**config.mk**
```make
export PLATFORM = sky130hd
export DESIGN_NAME = gpio_stream_packer
export DESIGN_NICKNAME = d
export VERILOG_FILES = /design/src/rtl/gpio_stream_packer.sv
export SDC_FILE = /design/constraint.sdc
export NUM_CORES = 1
export LEC_CHECK = 0
export CAP_MARGIN = 15
export CORE_MARGIN = 10
export CORE_UTILIZATION = 30
export CTS_BUF_LIST = sky130_fd_sc_hd__clkbuf_8
export CTS_CLUSTER_SIZE = 20
export DETAILED_ROUTE_END_ITERATION = 16
export GPL_ROUTABILITY_DRIVEN = 0
export PLACE_DENSITY_LB_ADDON = 0.15
export SYNTH_ARGS = -nofsm -noshare
export SYNTH_HDL_FRONTEND = slang
export SYNTH_SLANG_ARGS = --single-unit
```
**constraint.sdc**
```tcl
create_clock -name clk -period 6.73 [get_ports clk]
set_input_delay 0.673 -clock clk [delete_from_list [all_inputs] [get_ports clk]]
set_output_delay 0.673 -clock clk [all_outputs]
set_load 0.005 [all_outputs]
```
**src/rtl/gpio_stream_packer.sv**
```systemverilog
// gpio_stream_packer
//   Captures 128-bit vector stores strobed by GPIOEnR/GPIOEnG/GPIOEnB, plus the
//   end-of-image edge on GPIOEn, into a FIFO. Each entry is sent as a framed
//   byte sequence (header, B0..B3) over a valid/ready byte link.
//
//   Ports:
//     clk, rst                 clock, asynchronous active-high reset
//     GPIO[127:0]              vector store data (one byte taken from each lane)
//     GPIOEnR/GPIOEnG/GPIOEnB  plane store strobes (priority R > G > B)
//     GPIOEn                   end-of-image level; its rising edge queues an END entry
//     tx_data/tx_valid/tx_ready  byte link
//     overflow                 sticky, an entry was dropped on a full FIFO
//     strb_err                 sticky, several plane strobes in one cycle
//     busy                     FIFO not empty or a frame is in progress
//
//   Build option: define GPIO_STREAM_CKSUM_EN to append an XOR checksum byte
//   (header ^ B0 ^ B1 ^ B2 ^ B3) to every frame.

module gpio_stream_packer #(
    parameter int unsigned FIFO_DEPTH = 16,
    parameter logic [7:0]  HDR_R      = 8'hA1,
    parameter logic [7:0]  HDR_G      = 8'hA2,
    parameter logic [7:0]  HDR_B      = 8'hA3,
    parameter logic [7:0]  HDR_END    = 8'hE0
) (
    input  logic         clk,
    input  logic         rst,
    input  logic [127:0] GPIO,
    input  logic         GPIOEnR,
    input  logic         GPIOEnG,
    input  logic         GPIOEnB,
    input  logic         GPIOEn,
    output logic [7:0]   tx_data,
    output logic         tx_valid,
    input  logic         tx_ready,
    output logic         overflow,
    output logic         strb_err,
    output logic         busy
);

    localparam int unsigned AW       = $clog2(FIFO_DEPTH);
    localparam logic [AW:0] FULL_CNT = FIFO_DEPTH[AW:0];

    localparam logic [1:0] TAG_END = 2'b00;
    localparam logic [1:0] TAG_R   = 2'b01;
    localparam logic [1:0] TAG_G   = 2'b10;
    localparam logic [1:0] TAG_B   = 2'b11;

`ifdef GPIO_STREAM_CKSUM_EN
    typedef enum logic [2:0] {S_IDLE, S_HDR, S_D0, S_D1, S_D2, S_D3, S_CK} state_t;
`else
    typedef enum logic [2:0] {S_IDLE, S_HDR, S_D0, S_D1, S_D2, S_D3} state_t;
`endif

    state_t state, state_n;

    // ---------------- capture ----------------
    logic        en_q;
    logic        pend_end;
    logic        strb_any;
    logic        strb_multi;
    logic        end_req;
    logic [1:0]  strb_tag;
    logic        push_req;
    logic [33:0] push_data;

    // Only the low byte of each lane is forwarded to the link.
    logic unused_gpio_bits;
    assign unused_gpio_bits = ^{GPIO[127:104], GPIO[95:72], GPIO[63:40], GPIO[31:8]};

    always_comb begin
        strb_any   = GPIOEnR | GPIOEnG | GPIOEnB;
        strb_multi = (GPIOEnR & GPIOEnG) | (GPIOEnR & GPIOEnB) | (GPIOEnG & GPIOEnB);
        strb_tag   = GPIOEnR ? TAG_R : (GPIOEnG ? TAG_G : TAG_B);
        end_req    = (GPIOEn & ~en_q) | pend_end;
        push_req   = strb_any | end_req;
        // END entries carry zero data so the checksum of an END frame is HDR_END.
        push_data  = strb_any ? {strb_tag, GPIO[103:96], GPIO[71:64], GPIO[39:32], GPIO[7:0]}
                              : {TAG_END, 32'h0};
    end

    // ---------------- FIFO ----------------
    logic [33:0]   mem [FIFO_DEPTH];
    logic [AW-1:0] wr_ptr, rd_ptr;
    logic [AW:0]   count;
    logic          empty, full, pop, push_ok;
    logic [33:0]   frame;

    always_comb begin
        empty   = (count == '0);
        full    = (count == FULL_CNT);
        pop     = (state == S_IDLE) && !empty;
        // A full FIFO still accepts a push when the same cycle pops.
        push_ok = push_req && (!full || pop);
    end

    always_ff @(posedge clk) begin
        if (push_ok) mem[wr_ptr] <= push_data;
    end

    always_ff @(posedge clk or posedge rst) begin
        if (rst) begin
            en_q     <= 1'b0;
            pend_end <= 1'b0;
            wr_ptr   <= '0;
            rd_ptr   <= '0;
            count    <= '0;
            overflow <= 1'b0;
            strb_err <= 1'b0;
            frame    <= '0;
        end else begin
            en_q <= GPIOEn;
            // A strobe wins the push slot; a coinciding END waits one cycle.
            pend_end <= strb_any & end_req;
            if (push_ok) wr_ptr <= wr_ptr + AW'(1);
            if (pop) begin
                rd_ptr <= rd_ptr + AW'(1);
                frame  <= mem[rd_ptr];
            end
            case ({push_ok, pop})
                2'b10:   count <= count + (AW+1)'(1);
                2'b01:   count <= count - (AW+1)'(1);
                default: count <= count;
            endcase
            if (push_req && full && !pop) overflow <= 1'b1;
            if (strb_multi) strb_err <= 1'b1;
        end
    end

    // ---------------- framing FSM ----------------
    logic [7:0] hdr_byte;

    always_comb begin
        case (frame[33:32])
            TAG_R:   hdr_byte = HDR_R;
            TAG_G:   hdr_byte = HDR_G;
            TAG_B:   hdr_byte = HDR_B;
            default: hdr_byte = HDR_END;
        endcase
    end

`ifdef GPIO_STREAM_CKSUM_EN
    logic [7:0] cksum;
    assign cksum = hdr_byte ^ frame[31:24] ^ frame[23:16] ^ frame[15:8] ^ frame[7:0];
`endif

    always_ff @(posedge clk or posedge rst) begin
        if (rst) state <= S_IDLE;
        else     state <= state_n;
    end

    always_comb begin
        state_n  = state;
        tx_valid = 1'b0;
        tx_data  = '0;
        case (state)
            S_IDLE: if (!empty) state_n = S_HDR;
            S_HDR: begin
                tx_valid = 1'b1;
                tx_data  = hdr_byte;
                if (tx_ready) begin
`ifdef GPIO_STREAM_CKSUM_EN
                    state_n = (frame[33:32] == TAG_END) ? S_CK : S_D0;
`else
                    state_n = (frame[33:32] == TAG_END) ? S_IDLE : S_D0;
`endif
                end
            end
            S_D0: begin
                tx_valid = 1'b1;
                tx_data  = frame[31:24];
                if (tx_ready) state_n = S_D1;
            end
            S_D1: begin
                tx_valid = 1'b1;
                tx_data  = frame[23:16];
                if (tx_ready) state_n = S_D2;
            end
            S_D2: begin
                tx_valid = 1'b1;
                tx_data  = frame[15:8];
                if (tx_ready) state_n = S_D3;
            end
            S_D3: begin
                tx_valid = 1'b1;
                tx_data  = frame[7:0];
`ifdef GPIO_STREAM_CKSUM_EN
                if (tx_ready) state_n = S_CK;
`else
                if (tx_ready) state_n = S_IDLE;
`endif
            end
`ifdef GPIO_STREAM_CKSUM_EN
            S_CK: begin
                tx_valid = 1'b1;
                tx_data  = cksum;
                if (tx_ready) state_n = S_IDLE;
            end
`endif
            default: state_n = S_IDLE;
        endcase
    end

    assign busy = !empty || (state != S_IDLE);

endmodule

```
* Yosys cells after proc, flatten, opt, wreduce, memory -nomap -nowiden
Memories as Yosys holds them, arrays and structs flattened. A register that Yosys moved wholly into a read port is not among the register bits.
Cells that the tools add are included.
** Storage, ports and cells
- Word-level logic and storage cells :: 75
- Memories :: 1
- Register bits :: 20
- Bits in writable memories :: 544
** Operators by class
- Equality and inequality tests :: 17
- Reductions and logical operators :: 16
- Bitwise operators :: 12
- $add $sub $neg :: 4
- Mux-type cells :: 17
** Memory list
- mem :: depth 16, bits a word 34, rd ports 1, clocked after Yosys merged registers in 1, wr ports 1, RTL line 83 : logic [33:0] mem [FIFO_DEPTH];
** Operators with widths (count)
- $pmux W8 S5 :: 1
- $mux W34 :: 1
- $pmux W7 S3 :: 1
- $mux W3 :: 6
- $pmux W3 S6 :: 1
- $ne A2 B2 Y1 const B :: 6
- $pmux W5 S2 :: 1
- $add A4 B1 Y4 const B :: 2
- $eq A2 B2 Y1 const B :: 3
- $eq A3 B2 Y1 const B :: 2
- $eq A3 B3 Y1 const B :: 2
- $or A1 B1 Y1 :: 6
- $reduce_and A6 Y1 :: 1
- $add A5 B1 Y5 const B :: 1
- $and A1 B1 Y1 :: 5
- $eq A5 B5 Y1 const B :: 1
- $logic_not A5 Y1 :: 1
- $reduce_or A5 Y1 :: 1
- $sub A5 B1 Y5 const B :: 1
- $eq A2 B1 Y1 const B :: 2
- $logic_and A1 B1 Y1 :: 4
- $mux W1 :: 4
- $mux W2 :: 2
- $eq A3 B1 Y1 const B :: 1
- 7 further kinds :: 10

* Depth between registers and ports, before layout
- Depth after elaboration :: 7
- Gate-level depth with buffers :: 11
- Depth with buffers taken out :: 10

* Worst setup path after synthesis
Ideal clock, no wire load.
- Path kind :: input to register
- Start point :: in GPIOEn
- End point :: mem mem[3][0] (enable)
- Library setup time :: 467 ps
- Stages on the path :: 5
- Arrival time :: 3947 ps
- Required time :: 6263 ps
- Path slack :: 2315 ps
- Path buffers :: 0
- Path through :: nor2b_1 > nor3_4 > a31oi_2 > nand2_1 > nor3_1
** On the way
- Longest elaborated chain between the ends :: 6
** Ends and longest elaborated chain
- start, declared :: RTL line 32 : input logic GPIOEn,
- $and A1 B1 Y1 :: RTL line 75 : end_req = (GPIOEn & ~en_q) | pend_end;
- $or A1 B1 Y1 :: RTL line 75
- $or A1 B1 Y1 :: RTL line 76 : push_req = strb_any | end_req;
- $logic_and A1 B1 Y1 :: RTL line 94 : push_ok = push_req && (!full || pop);
- $mux W1 :: RTL line 98 : if (push_ok) mem[wr_ptr] <= push_data;
- $mux W1 (not written as such) :: RTL line 98
- end, declared :: RTL line 83
No other way between the ends.

* Worst setup path in the final report
- Start point :: reg state[2]
- End point :: out tx_data[5]
** On the way
- Longest elaborated chain between the ends :: 2
** Ends and longest elaborated chain
- start, declared :: RTL line 55 : state_t state, state_n;
- start signal, assigned :: RTL line 149 : else state <= state_n;
- $eq A3 B3 Y1, or another cell as far along :: RTL line 156 : case (state)
- $pmux W8 S5 * :: RTL line 156
- end, declared :: RTL line 33 : output logic [7:0] tx_data,
Every way passes the cells marked *; elsewhere a longest branch is shown, timed or not.

==> qor.yml <==
synth_compound_area_share_pct: 2.448
fin_crit_ps: 4021
clock-skew-final_ps: 37.10
drt-initial-drc-count: 829
die_y_um: 298.7
crit_type: "flop to output port"
min_period_over_period_pct: 59.75
synth_xor_xnor_area_share_pct: 0.3758
dieArea_mm2: 0.08923
tightestPinTransition_ps: 1099
status: "complete, no violations"
synth_area_mm2: 0.02330
worstHoldPathType: "primary input to flop"
synth_area_leaders: "edfxtp_1, mux4_2, dfrtp_1"
r2r-end: "mem[11][18]$_DFFE_PP_"
clkSlewWorstSetupHoldPaths_ps: 60
grt_pass1_vias: 12190
r2r-start: "state[0]$_DFFE_PP0P_"
reg2reg_slack_ps: 2740
clock_latency_ps: 710
cts-root-buf: "clkbuf_8"
start_kind: "flop"
dp_hpwl_mm: 32.97
firstDrtPassIters: 5
synth_cell_types: 50
ys_async_sr_fraction_pct: 9.030
endpoint_kind: "output port"
synth_ff_type: "edfxtp_1"
synth_top_family_by_area: "multiplexers"
grt_first_pass_wirelength_mm: 88.16
cts_setup_buffers: 0
fmax_mhz: 248.7
clkSinkCount: 598
hold_buffers: 0
synth_seq_cells: 598
setup_tns_ps: 0
area_growth_syn_to_layout_pct: 17.09
post-synth-top-area-fraction_pct: 70.10
arrival_ps: 3350
layout-drive-gt1-share_pct: 25.79
final-setup-viol-count: 0
synth.net_count: 1258
cts_tree: "yes"
ff2ff_path_depth: 5
cts_buffers: 103
path_max_fanout: 15
grt_max_degree: 78
drv_cap: 0
drc: 0
yosys.area_share.simple_pct: 3.103
synth_fa_ha_area_share_pct: 0.3758
grt_overflow_total: 0
rsz0062_at_grt: "false"
diodes: 0
synth.area.mux_share_pct: 16.53
p_leak_nw: 8.893
design_power_total_w: 0.01216
fp.coreArea_mm2: 0.07721
grt_usage_pct: 13.64
rows: 102
initial_core_util_pct: 30.18
layout_setup_ws_ps: 2709
fin_util_pct: 35.34
final_nets: 1384
synth-edff-count: 544
cp-endpoint: "tx_data[5]"
cts_resized: 0
clockBufferDepth: 3
synth_top_area_cell: "edfxtp_1"
portBuffers: 50
multi_input_area_mm2: 0.005440
ioPinCount: 147
holdWs_ps: 450.8
die_w_um: 298.7
ff_latch_area_mm2: 0.01770
fill_cells: 7245
powerDensity_mw_per_mm2: 445.5
yosysSeqAreaShare_pct: 75.90
antenna_found_initial: 0
synth_warnings: 0
dr_total_vias: 11380
wirelength_mm: 61.57
hold_viol_final: 0
ir_worst_vdd_mv: 0.2898
slew_violations: 0
synthCells: 1116
dp_slack_ps: 2594
crit_required_ps: 6060
cts.htree.levels: 3
ant_nets: 0
post_drt_wl_per_cell_um: 25.98
synth_area_per_cell_um2: 20.88
vias_per_cell: 4.800
startpoint: "state[2]$_DFFE_PP0P_"
worst_slew_margin_rel_pct: 26.58
-- power breakdown --
part | internal, W | total, W | leakage [nW] | switching, W
combinational | 0.00152 | 0.00350 | 2.14 | 0.00197
clock | 0.00171 | 0.00321 | 1.19 | 0.00150
sequential | 0.00489 | 0.00545 | 5.57 | 0.000561
total | 0.00813 | 0.0122 | 8.89 | 0.00403
-- layout make-up --
| cell class | count | area share, % |
|---|---|---|
| clock buffers | 121 | 6.103 |
| clock inverters | 72 | 1.357 |
| inverters | 9 | 0.1238 |
| multi-input cells | 448 | 19.94 |
| flip-flops and latches | 598 | 64.88 |
| well taps | 1040 | 4.769 |
| repair buffers | 82 | 2.834 |
-- layer usage --
| layer | global-route usage (%) | up-vias | share of wire, % |
|---|---|---|---|
| li1 | - | 4889 | - |
| met1 | 17.87 | 6128 | 44 |
| met2 | 22.58 | 262 | 49 |
| met3 | 2.530 | 95 | 4.4 |
| met4 | 4.406 | 2 | 2.1 |
| met5 | 1.027 | - | 0.20 |
-- through the flow --
| stage | cells | area (um^2) |
|---|---|---|
| after global placement | 2176 | 25220 |
| final | 2370 | 27290 |
| after CTS | 2369 | 27260 |
| after global routing | 2370 | 27290 |
| after detailed placement | 2176 | 25220 |
| after floorplan | 1116 | 23300 |
-- synthesized netlist by cell type, types with 3 or more instances --
library cell,number
edfxtp_1,544
inv_1,9
a21oi_1,18
dfrtp_1,54
buf_2,17
a221oi_1,38
xnor2_1,9
o21ai_1,3
nand2_1,22
clkbuf_1,31
nor3_1,8
nor2_1,60
mux2i_1,71
buf_1,11
or3_1,3
nand2b_1,3
and2_1,30
mux4_2,138
ha_1,7
-- placed cells by master (no fill, tap or decap), types with 3 or more instances in the layout --
cell,Yosys,layout
mux4_2,138,138
and2_1,30,30
nand2b_1,3,3
clkinvlp_4,0,4
nor3_1,8,4
mux2i_1,71,71
inv_1,9,49
nand2_1,22,22
nor2_4,0,13
dfrtp_1,54,50
nor3_2,1,5
a221oi_1,38,38
dfrtp_4,0,4
nor2_1,60,47
xnor2_1,9,9
clkdlybuf4s50_1,0,50
ha_1,7,7
edfxtp_1,544,544
clkinv_2,0,10
clkbuf_8,0,121
a21oi_1,18,18
clkinv_1,0,12
o21ai_1,3,3
buf_4,1,30
-- registers in the layout, indices dropped and copies added (netlist names) --
signal / flops
state: 3
count: 5
rd_ptr: 4
mem: 544
strb_err: 1
pend_end: 1
overflow: 1
en_q: 1
wr_ptr: 4
frame: 34
-- worst min-delay path by stage --
stage	from	end	slack (ps)	cells past startpoint
after detailed placement	strb_err$_DFFE_PP0P_	strb_err$_DFFE_PP0P_	480	1
final	GPIOEn	en_q$_DFF_PP0_	450	1
after global routing	GPIOEn	en_q$_DFF_PP0_	440	1
after floorplan	overflow$_DFFE_PP0P_	overflow$_DFFE_PP0P_	460	1
after global placement	strb_err$_DFFE_PP0P_	strb_err$_DFFE_PP0P_	460	1
after CTS	GPIOEn	en_q$_DFF_PP0_	390	1
-- kinds of logic (layout without fill, tap and decap cells) --
kind of cell               count (synthesis)  count (layout)
AOI/OAI and AO/OA                         76              76
xor gates and xnor gates                  10              10
adders and majority gates                  7               7
buffers and inverters                     70             284
DFF                                      598             598
muxes                                    212             212
and+or+nand+nor                          143             143
-- worst max-delay path, stage by stage (launching register included) --
cell	delay, ps
dfrtp_1	670
inv_1	220
nor2_1	440
a221oi_1	180
a21oi_1	500
clkdlybuf4s50_1	620
Power figures use the tool's default switching activity.
==> edit (same flow settings) <==
Re-encode `state_t` (6 states) as one-hot, 6 bits wide.
--- a/src/rtl/gpio_stream_packer.sv
+++ b/src/rtl/gpio_stream_packer.sv
@@ -51,3 +51,3 @@
 `else
-    typedef enum logic [2:0] {S_IDLE, S_HDR, S_D0, S_D1, S_D2, S_D3} state_t;
+    typedef enum logic [5:0] {S_IDLE = 6'b000001, S_HDR = 6'b000010, S_D0 = 6'b000100, S_D1 = 6'b001000, S_D2 = 6'b010000, S_D3 = 6'b100000} state_t;
 `endif
Function: no difference found for any inputs over 4 cycles, from zero or initial values and one cycle with rst high; so few cycles prove little.
==> edit against the original RTL <==
Combinational power decreased by 3%. Via count decreased by 0.17%. Worst setup slack improved by 0.080 ns. Wire length decreased by 2.1%. Critical path type unchanged. Clock power decreased by 6.9%. Total power decreased by 3.4%. Synthesized cell count about the same. Synthesized area increased by 0.83%. Non-clock buffer count decreased by 2. Clock skew decreased by 0.011 ns. Sequential cell count increased by 3. Count of clock-buffer cells in the layout decreased by 9. First-iteration DRC count increased by 5.4%. Final area decreased by 0.14%.
==> edit: results (changes against the original RTL) <==
fillcell total 7414 (+2.3%); Period Utilization, post-route 0.586 (-0.0119); Leak 0.00905 uW (+1.7%); outcome complete, no violations; largest net degree at the start of global routing 88 (+13%); worst reg2reg setup slack 2.85 ns (+0.11 ns); CTS Buf Count 99 (-3.9%); drt first pass iters 4 (-1); FF-to-FF Start state[2]; power density cells 431 nW/um^2 (-3.3%); CTS HTree Levels 3 (unchanged); Internal Power 7940 uW (-2.3%); Top Registers mem (544), frame (34), state (6); placed cell area 25400 um^2 (+0.60%); Critical Path Fanout Max 11 (-4); Hold Path Sink overflow; Syn Nets 1259 (+0.079%); clk_skew 0.0259 ns (-0.0112 ns); worst-margin pin slew 1.12 ns (+0.0187 ns); Worst Hold Class reg2reg; hold path startpoint overflow; ys async rst share 0.0948 (+0.00454); Fin Hold WS 0.469 ns (+0.0182 ns); DR DRC count 0 (unchanged); register area share after synthesis 0.756 (-0.00298); Synth cell types 52 (+4.0%); share of post-route cells with drive strength above 1 0.247 (-0.0106); final net count 1379 (-0.36%); Synth area leaders edfxtp_1, mux4_2, dfrtp_1, mux2i_1, o221ai_1; Post-CTS Setup Bufs 0 (unchanged); crit path from state[4]; FF-to-FF End mem[13][3]; Worst Setup EP tx_data[2]; clk_lat worst skew 0.68 ns (-0.03 ns); hpwl dp 32.0 mm (-3.0%); Tot GR Track Use 0.133 (-0.00287); FF-to-FF path depth 6 (+1); Post-synth top cells edfxtp_1, mux4_2, mux2i_1; initial antenna violation count 2 (+2); Worst Path Arrival 3.27 ns (-0.08 ns); WL per Instance 25.5 um (-1.7%); hold depth 1 (unchanged); DRT iter0 DRCs 874 (+5.4%); Ys Warns 0 (unchanged); pre-CTS WS 2.42 ns (-0.175 ns); global-route wire length before repair 87.8 mm (-0.42%); peak supply drop 0.209 mV (-28%); DR vias 11400 (-0.17%); vias in the first global route 12300 (+0.63%)
[edit: cell types whose count changed after synthesis, moves of 12 or more]
cell	delta
a21oi_1	-13
and2_1	-26
buf_4	+12
a221oi_1	-38
nor2b_1	+31
o221ai_1	+34
nor2_1	-46
nand2_1	+30
[edit: logic make-up after synthesis]
family	count (synthesis)	synth area share
flip-flops	601	0.756
multiplexers	206	0.160
AND/OR/NAND/NOR	142	0.0343
buffers and inverters	75	0.0155
AO/OA/AOI/OAI	73	0.0253
XOR/XNOR	13	0.00485
adder cells (fa/ha/maj)	7	0.00373
[edit: through the flow]
stage	instances	total power (uW)
final	2359	11700
after global routing	2359	12400
after CTS	2356	12000
after detailed placement	2174	8950
after global placement	2174	8920
after floorplan	1117	7640
[edit: power by group through the flow]
stage / Sequential, uW / Combinational [uW] / Clock, uW
6_report: 5360 / 3390 / 2990
5_1_grt: 5430 / 3690 / 3270
4_1_cts: 5380 / 3510 / 3100
3_5_place_dp: 5450 / 3500 / 0
3_3_place_gp: 5430 / 3490 / 0
2_1_floorplan: 5140 / 2500 / 0
[edit: area by class of cell]
cell class / count / share of cell area
Clock buffer: 112 / 0.0566
Multi-Input combinational cell: 441 / 0.201
Antenna cell: 1 / 0.0000918
Timing Repair Buffer: 80 / 0.0287
Sequential cell: 601 / 0.652
Tap cell: 1040 / 0.0478
Inverter: 14 / 0.00193
Clock inverter: 70 / 0.0113
[edit: per-layer routing]
layer  GRT usage  wire length, um
met5           0               13
met4      0.0457             1370
met3      0.0249             2580
met2       0.216            28800
met1       0.179            27500
[edit: critical path: stages (launching register included)]
cell and delay [ns]:
dfrtp_1 0.46, nor4_1 0.37, and3b_1 0.67, a22oi_1 0.36, nand2_1 0.19, clkdlybuf4s50_1 0.54
